<file path="src/rtl/icache_dm_pkg.sv">
// Shared definitions for the direct-mapped instruction cache: default geometry,
// derived address-field widths, FSM encoding and the NOP instruction.
package icache_dm_pkg;

  localparam int LINES_DEF  = 16;
  localparam int WORDS_DEF  = 4;
  localparam int ADDR_W_DEF = 32;

  localparam int WORD_BITS  = $clog2(WORDS_DEF);
  localparam int INDEX_BITS = $clog2(LINES_DEF);
  localparam int TAG_BITS   = ADDR_W_DEF - INDEX_BITS - WORD_BITS - 2;

  typedef enum logic [1:0] {
    IDLE      = 2'd0,
    REFILL    = 2'd1,
    FILL_DONE = 2'd2
  } state_t;

  localparam logic [31:0] NOP_INSTR = 32'h0;

endpackage

</file>
<file path="src/rtl/icache_tag_array.sv">
// Valid + tag storage for the direct-mapped cache: combinational hit compare,
// single-line invalidate, synchronous tag write, bulk invalidate.
module icache_tag_array #(
  parameter int LINES      = 16,
  parameter int TAG_BITS   = 24,
  parameter int INDEX_BITS = $clog2(LINES)
) (
  input  logic                  clock,
  input  logic                  reset,
  input  logic                  flush,
  input  logic [INDEX_BITS-1:0] rd_index,
  input  logic [TAG_BITS-1:0]   rd_tag,
  output logic                  hit,
  input  logic                  inval,
  input  logic [INDEX_BITS-1:0] inval_index,
  input  logic                  wr,
  input  logic [INDEX_BITS-1:0] wr_index,
  input  logic [TAG_BITS-1:0]   wr_tag
);

  logic [LINES-1:0]    valid;
  logic [TAG_BITS-1:0] tags [LINES];

  assign hit = valid[rd_index] && (tags[rd_index] == rd_tag);

  // Bulk invalidate wins over a same-edge fill so an aborted line never validates.
  // NOTE: sequential state uses non-blocking (<=) so every flop samples pre-edge values.
  always_ff @(posedge clock) begin
    if (reset || flush) begin
      valid <= '0;
    end else begin
      if (inval) valid[inval_index] <= 1'b0;
      if (wr)    valid[wr_index]    <= 1'b1;
    end
  end

  // NOTE: the tag RAM has no reset; a stale tag is harmless while its valid bit is 0.
  always_ff @(posedge clock) begin
    if (wr) tags[wr_index] <= wr_tag;
  end

endmodule

</file>
<file path="src/rtl/icache_dm.sv">
// Direct-mapped read-only instruction cache: zero-cycle hits, whole-line refill
// over a one-outstanding req/ready word interface on a miss.
module icache_dm
  import icache_dm_pkg::*;
#(
  parameter int LINES          = LINES_DEF,
  parameter int WORDS_PER_LINE = WORDS_DEF,
  parameter int ADDR_W         = ADDR_W_DEF
) (
  input  logic              clock,
  input  logic              reset,
  input  logic              cpu_req,
  input  logic [ADDR_W-1:0] cpu_addr,
  input  logic              flush,
  output logic [31:0]       cpu_instr,
  output logic              stall,
  output logic              mem_req,
  output logic [ADDR_W-1:0] mem_addr,
  input  logic              mem_ready,
  input  logic [31:0]       mem_rdata,
  output logic [15:0]       miss_count
);

  localparam int WB = $clog2(WORDS_PER_LINE);
  localparam int IB = $clog2(LINES);
  localparam int TB = ADDR_W - IB - WB - 2;
  localparam logic [WB-1:0] LAST_BEAT = WB'(WORDS_PER_LINE - 1);

  logic [WB-1:0] word;
  logic [IB-1:0] index;
  logic [TB-1:0] tag;
  logic          unused_offset;

  assign word          = cpu_addr[WB+1:2];
  assign index         = cpu_addr[WB+IB+1:WB+2];
  assign tag           = cpu_addr[ADDR_W-1:WB+IB+2];
  assign unused_offset = ^cpu_addr[1:0];

  state_t        state, state_next;
  logic [TB-1:0] line_tag;
  logic [IB-1:0] line_index;
  logic [WB-1:0] beat;
  logic          hit, start_miss, beat_done, fill_last;
  logic [31:0]   data [LINES*WORDS_PER_LINE];

  assign beat_done = (state == REFILL) && mem_ready;
  assign fill_last = beat_done && (beat == LAST_BEAT) && !flush;
  assign mem_addr  = {line_tag, line_index, beat, 2'b00};

  icache_tag_array #(
    .LINES    (LINES),
    .TAG_BITS (TB)
  ) u_tags (
    .clock       (clock),
    .reset       (reset),
    .flush       (flush),
    .rd_index    (index),
    .rd_tag      (tag),
    .hit         (hit),
    .inval       (start_miss),
    .inval_index (index),
    .wr          (fill_last),
    .wr_index    (line_index),
    .wr_tag      (line_tag)
  );

  // NOTE: every output of this block gets a default first, so no latches are inferred.
  always_comb begin
    state_next = state;
    stall      = 1'b0;
    mem_req    = 1'b0;
    cpu_instr  = NOP_INSTR;
    start_miss = 1'b0;
    unique case (state)
      IDLE: begin
        if (cpu_req) begin
          if (hit) begin
            cpu_instr = data[{index, word}];
          end else begin
            stall = 1'b1;
            // A flush in the miss cycle defers the refill; the next lookup misses again.
            if (!flush) begin
              start_miss = 1'b1;
              state_next = REFILL;
            end
          end
        end
      end
      REFILL: begin
        stall   = 1'b1;
        mem_req = 1'b1;
        if (flush)                                state_next = IDLE;
        else if (beat_done && beat == LAST_BEAT) state_next = FILL_DONE;
      end
      FILL_DONE: begin
        stall      = 1'b1;
        state_next = IDLE;
      end
      default: state_next = IDLE;
    endcase
  end

  always_ff @(posedge clock) begin
    if (reset) begin
      state      <= IDLE;
      beat       <= '0;
      miss_count <= '0;
    end else begin
      state <= state_next;
      if (start_miss) begin
        beat <= '0;
        if (miss_count != 16'hFFFF) miss_count <= miss_count + 16'd1;
      end else if (beat_done) begin
        beat <= beat + WB'(1);
      end
    end
  end

  // Line address is only meaningful while a refill is in flight.
  always_ff @(posedge clock) begin
    if (start_miss) begin
      line_tag   <= tag;
      line_index <= index;
    end
  end

  always_ff @(posedge clock) begin
    if (beat_done) data[{line_index, beat}] <= mem_rdata;
  end

endmodule
</file>
<file path="config.mk">
export PLATFORM = sky130hd
export DESIGN_NAME = icache_dm
export DESIGN_NICKNAME = d
export VERILOG_FILES = /design/src/rtl/icache_dm_pkg.sv /design/src/rtl/icache_tag_array.sv /design/src/rtl/icache_dm.sv
export SDC_FILE = /design/constraint.sdc
export NUM_CORES = 2
export LEC_CHECK = 0
export ABC_CLOCK_PERIOD_IN_PS = 6000
export CORE_MARGIN = 2
export CORE_UTILIZATION = 42
export CTS_BUF_LIST = sky130_fd_sc_hd__clkbuf_2 sky130_fd_sc_hd__clkbuf_4 sky130_fd_sc_hd__clkbuf_8
export DETAILED_ROUTE_END_ITERATION = 16
export GPL_TIMING_DRIVEN = 0
export PLACE_DENSITY = 0.6
export SLEW_MARGIN = 10
export SYNTH_ARGS = -nofsm -noshare
export SYNTH_HDL_FRONTEND = slang
export SYNTH_SLANG_ARGS = --single-unit
</file>
<file path="constraint.sdc">
create_clock -name clock -period 6 [get_ports clock]
set_input_delay 0.9 -clock clock [delete_from_list [all_inputs] [get_ports clock]]
set_output_delay 0.9 -clock clock [all_outputs]
set_load 0.03 [all_outputs]
</file>
## Word-level counts from Yosys, hierarchy flattened

Memory sizes are Yosys's and may differ from the RTL's.
Cells that the tools add are included.

- Bits in registers: 64
- Bits in writable memories: 2,432
- Input bits: 69
- Output and inout bits: 82
- Logic and storage cells: 69
- Memories kept: 2

- $add $sub $neg: 2
- Magnitude comparators: 4
- Equality and inequality tests: 9
- Mux-type cells: 30
- Bitwise logic cells: 3
- Reductions and logical operators: 13

Memories:

| name | depth | bits a word | read ports | clocked after memory_dff | write ports | RTL line | source |
|---|---|---|---|---|---|---|---|
| data | 64 | 32 | 1 | 0 | 1 | icache_dm.sv:44 | `logic [31:0] data [LINES*WORDS_PER_LINE];` |
| u_tags.tags | 16 | 24 | 1 | 0 | 1 | icache_tag_array.sv:22 | `logic [TAG_BITS-1:0] tags [LINES];` |

Operators by type and width:

| kind | number |
|---|---|
| 2-to-1 mux 32 bit | 3 |
| 2-to-1 mux 16 bit | 3 |
| == test 24 bit | 1 |
| adder 16 x 1 -> 16 bit, second input constant | 1 |
| bitwise AND 16 bit | 1 |
| != test 16 bit, second input constant | 1 |
| inverter 16 bit | 1 |
| OR 16 bit | 1 |
| 2-to-1 mux 1 bit | 14 |
| less-than comparator 4 x 5 -> 1 bit, second input constant | 2 |
| 2-to-1 mux 2 bit | 5 |
| demux 1 bit (select 4 bit) | 2 |
| >= comparator 4 x 1 -> 1 bit, second input constant | 2 |
| logical AND 1 bit | 6 |
| != test 2 bit, second input constant | 3 |
| binary-select mux 1 bit (select 4 bit) | 1 |
| == test 2 bit, second input constant | 2 |
| one-hot mux 2 bit (2 select lines) | 1 |
| AND reduction 4 bit | 1 |
| OR reduction 2 bit | 2 |
| != test 3 x 2 -> 1 bit, second input constant | 1 |
| adder 2 x 1 -> 2 bit, second input constant | 1 |
| == test 2 x 1 -> 1 bit, second input constant | 1 |
| zero test 2 bit | 1 |
| 4 further kinds | 4 |

## Depth between registers and ports, before layout

- Word-level depth: 10
- Mapped depth: 15
- Mapped depth without buffers: 9

## By module

A second synthesis with hierarchy kept.

- Cell total of the unflattened synthesis: 4,214
- Area, all modules: 96,303.6 sq um

By module, submodules not included:

| module | times used | cells an instance | area an instance (sq um) | seq. area each (sq um) |
|---|---|---|---|---|
| icache_dm | 1 | 3,440 | 80,325.8 | 62,740.2 |
| icache_tag_array | 1 | 774 | 15,977.8 | 11,851.4 |

## Worst setup path before layout

OpenSTA, ideal clock, no wires.

- Kind: input to output
- Start point: input port cpu_addr[5]
- End point: output port cpu_instr[10]
- Arrival: 3.921 ns
- Required time: 5.100 ns
- Slack: 1.179 ns
- Stages: 11
- Buffers on the path: 3
- Path through: buf_6 -> buf_6 -> mux4_2 -> mux4_2 -> xnor2_1 -> o21ai_0 -> nor4_1 -> o2111a_1 -> nand3_2 -> buf_2 -> nor3_1

- Cells in the longest elaborated chain, start to end: 6
- Elaborated cells on any way between the ends: 9
- Classes of those cells: 1 x eq/ne; 5 x mux; 1 x reduce/logical; 2 x memory

Ends and longest elaborated chain:

| item | RTL line | source |
|---|---|---|
| start: declaration | icache_dm.sv:13 | `input logic [ADDR_W-1:0] cpu_addr,` |
| memory read (16 x 24 bit) / binary-select mux 1 bit (select 4 bit) (equally long branches) | n/a |  |
| == test 24 bit / 2-to-1 mux 1 bit (equally long branches) | icache_tag_array.sv:24 | `assign hit = valid[rd_index] && (tags[rd_index] == rd_tag);` |
| logical AND 1 bit | icache_tag_array.sv:24 |  |
| 2-to-1 mux 32 bit (*) | icache_dm.sv:77 | `if (hit) begin` |
| 2-to-1 mux 32 bit (*) | icache_dm.sv:76 | `if (cpu_req) begin` |
| 2-to-1 mux 32 bit (*) | icache_dm.sv:74 | `unique case (state)` |
| end: declaration | icache_dm.sv:15 | `output logic [31:0] cpu_instr,` |

Mark *: on every way between the ends. The rest lies on a longest branch, timed or not. The select of a mux whose other input is x is not followed.

## Worst setup path after layout

- Start point: input port cpu_addr[7]
- End point: output port cpu_instr[16]

Same word-level chain as after synthesis.

==> flow_metrics.env <==
export IMPL_syn_cell_area_um2=95500
export IMPL_seqPwrFrac_pct=53.7
export IMPL_violations="negative setup slack"
export IMPL_yosysTopAreaCell="edfxtp_1"
export IMPL_insertion_delay_ps=1130
export IMPL_ys_flop_type="edfxtp_1"
export IMPL_grt_overflow=0
export IMPL_period_minus_slack_ps=6000
export IMPL_crit_type="in -> out"
export IMPL_combPwrFrac_pct=5.2
export IMPL_status="finished, violations left"
export IMPL_die_w_um=481
export IMPL_seq_area_frac_synth_pct=78.1
export IMPL_cp_slowest_stage_delay_ps=560
export IMPL_syn_inst=4185
export IMPL_root_buffer="clkbuf_8"
export IMPL_critPathMostFrequentCell="buf_4"
export IMPL_final_core_util_pct=50.6
export IMPL_slew_violations=0
export IMPL_final_setup_viol_count=2
export IMPL_p_leak_nw=36.4
export IMPL_synth_edf_count=2460
export IMPL_vias_per_cell=6.27
export IMPL_setup_ws_ps=-4.32
export IMPL_syn2layout_area_growth_pct=20.2
export IMPL_clk_pin_slew_worst_paths_ps=60
export IMPL_clkSinkCount=2496
export IMPL_cp_max_fo=10
export IMPL_p_sw_w=0.00798
export IMPL_drcViolationCount=0
export IMPL_maxCapViolCount=0
export IMPL_drtAntennaViolNets=0
export IMPL_cp_arrival_ps=5100
export IMPL_crit_chain="clkdlybuf4s50_1, buf_4, buf_4, buf_6, buf_6, buf_4, and2_0, clkbuf_2, nand2_4, buf_4, o22ai_1, nor4_4, o221ai_1, nor2_2, clkdlybuf4s15_2"
export IMPL_tightest_slew_ps=1180
export IMPL_synth_async_reset_ratio_pct=0
export IMPL_p_sw_share_pct=22.3
export IMPL_crit_path_top_delay_cell="nor4_4"
export IMPL_ios=151
export IMPL_layout_common_cells="edfxtp_1 (2460), mux4_2 (640), clkbuf_8 (429)"
export IMPL_relSlewSlack_pct=21.0
export IMPL_ys_warnings_count=0
export IMPL_ys_types=78
export IMPL_port_buffers=143
export IMPL_power_density_nw_per_um2=311
export IMPL_cts_tree="done"
export IMPL_critPathLaunchType="primary input"
export IMPL_drt_iter0_drc=8994
export IMPL_tns_ps=-7.33
export IMPL_cp_required_ps=5100
export IMPL_min_path_type="in -> reg"
export IMPL_firstDrtPassIters=6
export IMPL_peakVddDrop_v=0.000257
export IMPL_antenna_found_initial=12
export IMPL_routed_wl_um=319000
export IMPL_grt_max_degree=65
export IMPL_cts_inserted_buffers=414
export IMPL_initial_utilization_pct=42.1
export IMPL_gp_congestion=0.819
export IMPL_synth_top_area_share_pct=77.4
export IMPL_die_y_um=481
export IMPL_layout_commonest_cell="edfxtp_1"
export IMPL_power_share_clock_pct=41.1
export IMPL_clock_path_buffers=4
export IMPL_wl_per_cell_um=38.4
export IMPL_dp_slack_ps=-3080
export IMPL_p_int_w=0.0277
export IMPL_coreArea_um2=227000
export IMPL_syn_area_per_cell_um2=22.8
export IMPL_num_rows=175
export IMPL_min_period_over_period_pct=100
export IMPL_crit_family="buffers and inverters"
export IMPL_hold_viol=0
export IMPL_cp_end_kind="output pin"
export IMPL_yosys_top_cells_area="edfxtp_1 (77%), mux4_2 (15%), mux2i_1 (1.0%)"
export IMPL_num_nets_final=5044
export IMPL_first_global_vias=50000
export IMPL_num_vias=52100
export IMPL_htree_levels=5
export IMPL_worstPathBufferInverterCount=9
export IMPL_fmax_mhz=167
export IMPL_fin_skew_ps=103
export IMPL_dp_hpwl_um=214000
export IMPL_grt_pass1_wl_um=425000
export IMPL_dieArea_um2=231000
export IMPL_drive_gt1_share_pct=36.7
export IMPL_grt_usage_pct=27.3
export IMPL_ys_ff_latch=2496
-- state kept, by name, summed over array words and instances (netlist names) --
register and count:
state 2, line_index 4, u_tags.tags 384, beat 2, u_tags.valid 16, miss_count 16, line_tag 24, data 2048
-- final cells by class --
| type | count | area (µm²) |
|---|---|---|
| sequential | 2496 | 74600 |
| fill | 17700 | 112000 |
| tap | 3009 | 3760 |
| clock inverter | 155 | 983 |
| multi-input combinational | 1458 | 21000 |
| timing repair buffer | 369 | 5910 |
| clock buffer | 573 | 6930 |
| buffer | 217 | 1540 |
| antenna | 11 | 27.5 |
| inverter | 14 | 52.6 |
-- Yosys cell counts (7+ instances only) --
cell type	n
buf_1	16
nor2_1	151
a21oi_1	31
clkbuf_1	109
nand3_1	15
dfxtp_1	36
nor4_1	10
nand2_1	62
xnor2_1	26
inv_1	14
nor2b_1	35
o22ai_1	131
xor2_1	15
edfxtp_1	2460
mux4_2	640
buf_6	10
o21ai_0	33
a2111oi_0	13
a221oi_1	7
mux2_2	17
nand2b_1	8
buf_2	70
a211oi_1	8
a22oi_1	13
buf_4	10
nor3_1	38
mux2i_1	95
-- kinds of logic after synthesis --
kind of cell,after synthesis,share of synthesized area [%]
adder cells (fa/ha/maj),5,0.0655
AO/OA/AOI/OAI,283,2.03
flip-flops,2496,78.1
buffers and inverters,232,1.16
multiplexers,757,16.4
XOR/XNOR,41,0.376
AND/OR/NAND/NOR,370,1.88
other,1,0.00393
-- stage by stage --
step / instance area, µm² / instances / total power, W / hold WS [ps]
after detailed placement: 106000 / 7550 / 0.0213 / 506
after CTS: 115000 / 8287 / 0.0358 / 29.4
final: 115000 / 8302 / 0.0357 / 143
after floorplan: 95500 / 4186 / 0.0205 / 499
after global routing: 115000 / 8295 / 0.0366 / 82.4
after global placement: 101000 / 7338 / 0.0213 / 498
-- routing by layer --
| layer | up-vias | part of all wire (%) | global-route usage (%) | routed length (µm) |
|---|---|---|---|---|
| li1 | 19500 | - | - | - |
| met1 | 27800 | 37 | 36.8 | 116000 |
| met2 | 3887 | 46 | 42.0 | 148000 |
| met5 | - | 0.0075 | 0 | 24 |
| met3 | 778 | 12 | 7.23 | 39100 |
| met4 | 4 | 4.9 | 11.9 | 15600 |
-- power groups by stage --
stage	Clock [W]	Combinational [W]	Sequential, W
4_1_cts	0.0148	0.00183	0.0192
5_1_grt	0.0155	0.00191	0.0192
3_5_place_dp	0	0.00176	0.0196
2_1_floorplan	0	0.000878	0.0196
6_report	0.0147	0.00185	0.0192
3_3_place_gp	0	0.00167	0.0196
-- final timing paths --
check | startpoint | to | slack (ps) | depth (start not counted)
min reg2reg | miss_count[1]$_SDFFE_PP0P_ | miss_count[1]$_SDFFE_PP0P_ | 510 | 2
max | cpu_addr[7] | cpu_instr[16] | -4 | 15
max reg2reg | u_tags.tags[10][1]$_DFFE_PP_ | line_tag[14]$_DFFE_PN_ | 2070 | 9
min | mem_rdata[21] | data[51][21]$_DFFE_PP_ | 140 | 1
-- what timing repair did --
action	in CTS	in global routing
endpoints found under the hold margin	5	0
pin swaps	11	3
setup buffers	8	2
setup endpoints to repair	33	32
resized for setup	376	59
hold buffers	2	0
cloned	0	1
(Power assumes the default switching activity.)
